--- config.mk ---
export PLATFORM = sky130hd
export DESIGN_NAME = counter_seq_ctrl
export DESIGN_NICKNAME = d
export VERILOG_FILES = /design/src/rtl/counter_seq_ctrl.sv
export SDC_FILE = /design/constraint.sdc
export NUM_CORES = 1
export LEC_CHECK = 0
export BUFFER_PORTS_ARGS = -buffer_cell sky130_fd_sc_hd__buf_2
export CAP_MARGIN = 20
export CELL_PAD_IN_SITES_DETAIL_PLACEMENT = 0
export CELL_PAD_IN_SITES_GLOBAL_PLACEMENT = 1
export CORE_UTILIZATION = 34
export CTS_CLUSTER_DIAMETER = 60
export CTS_CLUSTER_SIZE = 40
export DETAILED_ROUTE_END_ITERATION = 7
export PLACE_DENSITY = 0.82
export SYNTH_ARGS = -nofsm -noshare
export SYNTH_HDL_FRONTEND = slang
export SYNTH_SLANG_ARGS = --single-unit
--- constraint.sdc ---
create_clock -name clk_i -period 2.6 [get_ports clk_i]
set_clock_uncertainty 0.15 [all_clocks]
set_input_delay 0.52 -clock clk_i [delete_from_list [all_inputs] [get_ports clk_i]]
set_output_delay 0.52 -clock clk_i [all_outputs]
set_load 0.05 [all_outputs]
--- src/rtl/counter_seq_ctrl.sv ---
// counter_seq_ctrl
// ----------------
// Command-driven sequencer for an external 4-bit counter whose outputs come
// back to us as q0..q3. Commands arrive over a valid/ready handshake:
//   LOAD      preset the counter to cmd_data
//   RUN_UP    count up until q equals cmd_data
//   RUN_DOWN  count down until q equals cmd_data
//   NOP       accepted and ignored
// While a RUN is active the block watches q, stops the counter on the target
// value, counts wrap-arounds, and reports completion (done) or an early stop
// (aborted).
//
// Ports
//   clk_i        rising-edge clock
//   rst_i        synchronous active-high reset
//   cmd_valid_i  command present
//   cmd_ready_o  command can be accepted (IDLE and not in reset)
//   cmd_op_i     00 LOAD, 01 RUN_UP, 10 RUN_DOWN, 11 NOP
//   cmd_data_i   LOAD value or RUN target
//   stop_i       abort an active RUN (ignored in other states)
//   q0_i..q3_i   counter outputs, q0 is the LSB
//   cnt_en_o     counter steps at the next edge
//   cnt_load_o   counter loads cnt_din_o at the next edge
//   cnt_dir_o    1 = up, 0 = down
//   cnt_din_o    load value
//   done_o       one-cycle pulse, RUN reached its target
//   aborted_o    one-cycle pulse, RUN ended by stop_i
//   wraps_o      saturating wrap-around count for the last/current RUN
//
// The counter is wired through four discrete q inputs, so WIDTH must stay 4.

module counter_seq_ctrl #(
    parameter int WIDTH  = 4,
    parameter int WRAP_W = 8
) (
    input  logic              clk_i,
    input  logic              rst_i,
    input  logic              cmd_valid_i,
    output logic              cmd_ready_o,
    input  logic [1:0]        cmd_op_i,
    input  logic [WIDTH-1:0]  cmd_data_i,
    input  logic              stop_i,
    input  logic              q0_i,
    input  logic              q1_i,
    input  logic              q2_i,
    input  logic              q3_i,
    output logic              cnt_en_o,
    output logic              cnt_load_o,
    output logic              cnt_dir_o,
    output logic [WIDTH-1:0]  cnt_din_o,
    output logic              done_o,
    output logic              aborted_o,
    output logic [WRAP_W-1:0] wraps_o
);

    typedef enum logic [1:0] {
        ST_IDLE = 2'd0,
        ST_LOAD = 2'd1,
        ST_RUN  = 2'd2,
        ST_DONE = 2'd3
    } state_e;

    localparam logic [1:0] OP_LOAD     = 2'b00;
    localparam logic [1:0] OP_RUN_UP   = 2'b01;
    localparam logic [1:0] OP_RUN_DOWN = 2'b10;

    state_e              state_q, state_d;
    logic [WIDTH-1:0]    data_q, data_d;
    logic                dir_q, dir_d;
    logic [WRAP_W-1:0]   wraps_q, wraps_d;
    logic                aborted_q, aborted_d;

    logic [WIDTH-1:0]    q_w;
    logic                accept_w;
    logic                at_target_w;
    logic                wrap_hit_w;

    // Reassemble the counter value from its individual output bits, LSB first.
    assign q_w = {q3_i, q2_i, q1_i, q0_i};

    // Ready is purely a function of being idle; reset masks it so nothing is
    // accepted on the same edge that the controller is being cleared.
    assign cmd_ready_o = (state_q == ST_IDLE) & ~rst_i;
    assign accept_w    = cmd_valid_i & cmd_ready_o;

    // The single data register is both the RUN target and the LOAD value;
    // every accepted command overwrites it.
    assign at_target_w = (q_w == data_q);

    // A step out of all-ones going up, or out of zero going down, rolls the
    // counter over. The target may legitimately lie behind the start value,
    // so wraps are only counted, never prevented.
    assign wrap_hit_w = dir_q ? (q_w == {WIDTH{1'b1}}) : (q_w == {WIDTH{1'b0}});

    assign cnt_dir_o = dir_q;
    assign cnt_din_o = data_q;
    assign wraps_o   = wraps_q;
    assign aborted_o = aborted_q;

    // Next-state and output decode. The enable in RUN is combinational from
    // q and stop so the counter freezes on the very cycle it reaches the
    // target or is told to stop. Reaching the target takes priority over a
    // simultaneous stop, so that case completes normally without an abort.
    always_comb begin
        state_d    = state_q;
        data_d     = data_q;
        dir_d      = dir_q;
        wraps_d    = wraps_q;
        aborted_d  = 1'b0;
        cnt_en_o   = 1'b0;
        cnt_load_o = 1'b0;
        done_o     = 1'b0;

        case (state_q)
            ST_IDLE: begin
                if (accept_w) begin
                    data_d = cmd_data_i;
                    case (cmd_op_i)
                        OP_LOAD: begin
                            state_d = ST_LOAD;
                        end
                        OP_RUN_UP: begin
                            state_d = ST_RUN;
                            dir_d   = 1'b1;
                            wraps_d = '0;
                        end
                        OP_RUN_DOWN: begin
                            state_d = ST_RUN;
                            dir_d   = 1'b0;
                            wraps_d = '0;
                        end
                        default: begin
                            state_d = ST_IDLE;
                        end
                    endcase
                end
            end

            ST_LOAD: begin
                cnt_load_o = 1'b1;
                state_d    = ST_IDLE;
            end

            ST_RUN: begin
                cnt_en_o = ~at_target_w & ~stop_i;
                if (at_target_w) begin
                    state_d = ST_DONE;
                end else if (stop_i) begin
                    state_d   = ST_IDLE;
                    aborted_d = 1'b1;
                end
                if (cnt_en_o && wrap_hit_w && (wraps_q != {WRAP_W{1'b1}})) begin
                    wraps_d = wraps_q + {{(WRAP_W-1){1'b0}}, 1'b1};
                end
            end

            ST_DONE: begin
                done_o  = 1'b1;
                state_d = ST_IDLE;
            end

            default: begin
                state_d = ST_IDLE;
            end
        endcase
    end

    // State and datapath registers. Reset drops any RUN in progress on the
    // same edge and clears the pending abort flag, so a reset never produces
    // a done or aborted pulse.
    always_ff @(posedge clk_i) begin
        if (rst_i) begin
            state_q   <= ST_IDLE;
            data_q    <= '0;
            dir_q     <= 1'b0;
            wraps_q   <= '0;
            aborted_q <= 1'b0;
        end else begin
            state_q   <= state_d;
            data_q    <= data_d;
            dir_q     <= dir_d;
            wraps_q   <= wraps_d;
            aborted_q <= aborted_d;
        end
    end

endmodule

==> out/metrics.cfg <==
[power_and_ir_drop]
seq_power_share_pct=49.4
power_density_nw_per_um2=473
peakVddDrop_mv=0.235
p_clk_share_pct=32.8
combPwrFrac_pct=17.8
power.switching_mw=0.161
p_sw_share_pct=30.4
power_mw=0.529
total_leakage_power_nw=0.538
power.internal_mw=0.368

[job]
drv_cap=0

[layout]
layout_commonest_cell=buf_2
nets=156
final_cell_mix=31 x buf_2, 16 x dfxtp_1, 12 x nand2_1, 10 x nor2_1
antenna_cells=0
fill_cells=272
layout-drive-gt1-share_pct=32.6
area_delta_synth_final_pct=27.2

[global_route]
antenna_found_initial=0
overflow=0
grt_pass1_wl_mm=3.53
grt_max_degree=13
grtUsageTotal_pct=17.5
grt_pass1_vias=809

[placement]
dp_hpwl_mm=1.64
dp_slack_ns=0.236
gp_congestion=0.763
port_buffers=31

[cts]
cts-buffers-inserted=3
clock_path_buffers=2
cts-root-buf=clkbuf_4
tritoncts_num_sinks=16
ctsResizeCount=0
cts.hold.buffers_added=0
path_clk_slew_ns=0.11
htreeDepth=1
clock_latency_ns=0.30
cts_tree=built
cts_setup_buffers=0

[die]
die_area_um2=2790
dieHeight_um=52.8
start_util_pct=35.8
die_w_um=52.8
core_um2=2450
row_count=18
ios=32

[min_path]
hold_path_end=cnt_din_o[1]
whs_path_depth=3
hp-start=cmd_data_i[1]
hp-class=in -> reg

[timing]
min_period_ns=2.22
finalMaxSlewViolations=0
maxSlewHeadroom_pct=74.5
rsz0062_at_grt=no
fin_tns_setup_ns=0
hold_slack_ns=0.260
clock.fmax_ghz=0.450
setup_viol=0
hold_viol_final=0
finalCritPeriodShare_pct=85.4
setup_slack_ns=0.379
worst_pin_slew_ns=0.382

[worst_setup_path]
timing.rr.end=wraps_o[4]
setup.worst_path.class=reg -> out
r2r_setup_slack_ns=0.49
critPathLaunchType=flip-flop
worstPathArrival_ns=1.55
worstRegToRegCells=5
worstSetupEndpointType=primary output
required_ns=1.93
path_max_fanout=5
rr_startpoint=cnt_din_o[3]

[synthesis]
yosysSeqAreaShare_pct=36.5
yosys.area.top_type=dfxtp_1
yosys.area.top_type_share_pct=36.5
syn_nets=120
synth-seq-cells=16
synth_area_um2=878
netlist_instances=103
synth_area_leaders=dfxtp_1 36%, nand2_1 5.1%, ha_1 4.3%
yosys_warnings=0
synthDistinctLibCells=32
synth.avg_cell_area_um2=8.53

[route]
ant_nets=0
via_per_inst=5.30
drt_first_pass_iters=4
vias=891
routedWlPerCell_um=12.9
drt_iter0_drc=14
drt_wl_total_mm=2.17
drc_errors=0

[status]
status=completed

-- flip-flops by register name (all words and copies together), names as in the netlist --
name	cells
cnt_dir_o	1
wraps_o	8
state_q	2
cnt_din_o	4
aborted_o	1
-- per-layer routing --
layer  global-route usage, %  up-vias  wire, um
met5                       0        -         0
met4                    6.58        0        30
met3                    2.61        5       110
met2                    30.8       36      1040
met1                    20.9      406       984
li1                        -      444         -
-- through the flow --
stage	cells	utilization (%)	area, um2
3_5_place_dp	164	44.0	1080
2_1_floorplan	103	-	878
4_1_cts	168	45.5	1120
6_report	168	45.5	1120
3_3_place_gp	164	44.0	1080
5_1_grt	168	45.5	1120
-- power groups by stage --
stage	combinational [mW]	sequential, mW	clock (mW)
final	0.0941	0.261	0.174
after global placement	0.0924	0.266	0
after floorplan	0.0443	0.285	0
after global routing	0.102	0.263	0.189
after CTS	0.0954	0.261	0.179
after detailed placement	0.0949	0.266	0
-- cells by family (layout without fill, tap and decap cells) --
| logic type | after synthesis | in the layout | share of synthesized area (%) |
|---|---|---|---|
| multiplexers | 1 | 1 | 1.14 |
| XOR/XNOR | 4 | 4 | 3.99 |
| adder cells (fa/ha/maj) | 3 | 3 | 4.27 |
| AO/OA/AOI/OAI | 18 | 18 | 13.8 |
| buffers and inverters | 5 | 40 | 2.28 |
| AND/OR/NAND/NOR | 56 | 56 | 38.0 |
| flip-flops | 16 | 16 | 36.5 |
-- cell usage after synthesis --
library cell and n:
nand2_1 12, mux2i_1 1, o21ai_0 6, and4_1 1, nand4b_1 1, a31oi_1 2, nor4_1 4, nor4b_2 2
a21boi_0 1, nand4_1 2, nand3_1 4, xor2_1 4, o21ba_2 2, inv_1 2, nand2b_1 6, and2_1 2
dfxtp_1 16, a21oi_1 3, ha_1 3, or4_1 1, nor4_4 1, or2_2 1, a211o_1 3, and3_1 4
nor3b_1 1, nor4_2 1, clkbuf_1 2, buf_2 1, nor2b_1 1, a221o_1 1, nor3_1 2, nor2_1 10
-- how the worst max path moves through the flow --
stage                 start  slack (ns)           to
6_report       cnt_din_o[1]        0.38     cnt_en_o
5_1_grt           cnt_dir_o        0.27   wraps_o[4]
4_1_cts        cnt_din_o[1]        0.36     cnt_en_o
3_5_place_dp           q0_i        0.24   wraps_o[3]
3_3_place_gp           q0_i        0.31   wraps_o[3]
2_1_floorplan         rst_i        0.20  cmd_ready_o
-- critical path, cell delays in order (launching register included) --
cell	delay [ns]
dfxtp_1	0.35
xor2_1	0.19
nor4_4	0.40
nor2_1	0.10
buf_2	0.22
-- area by class of cell --
type	instances	area, um2	area share (%)
tap	30	37.5	3.36
clock buffer	4	36.3	3.25
multi-input combinational	82	538	48.2
inverter	2	7.51	0.672
sequential	16	320	28.7
timing repair buffer	34	178	15.9
(Power assumes the default switching activity.)
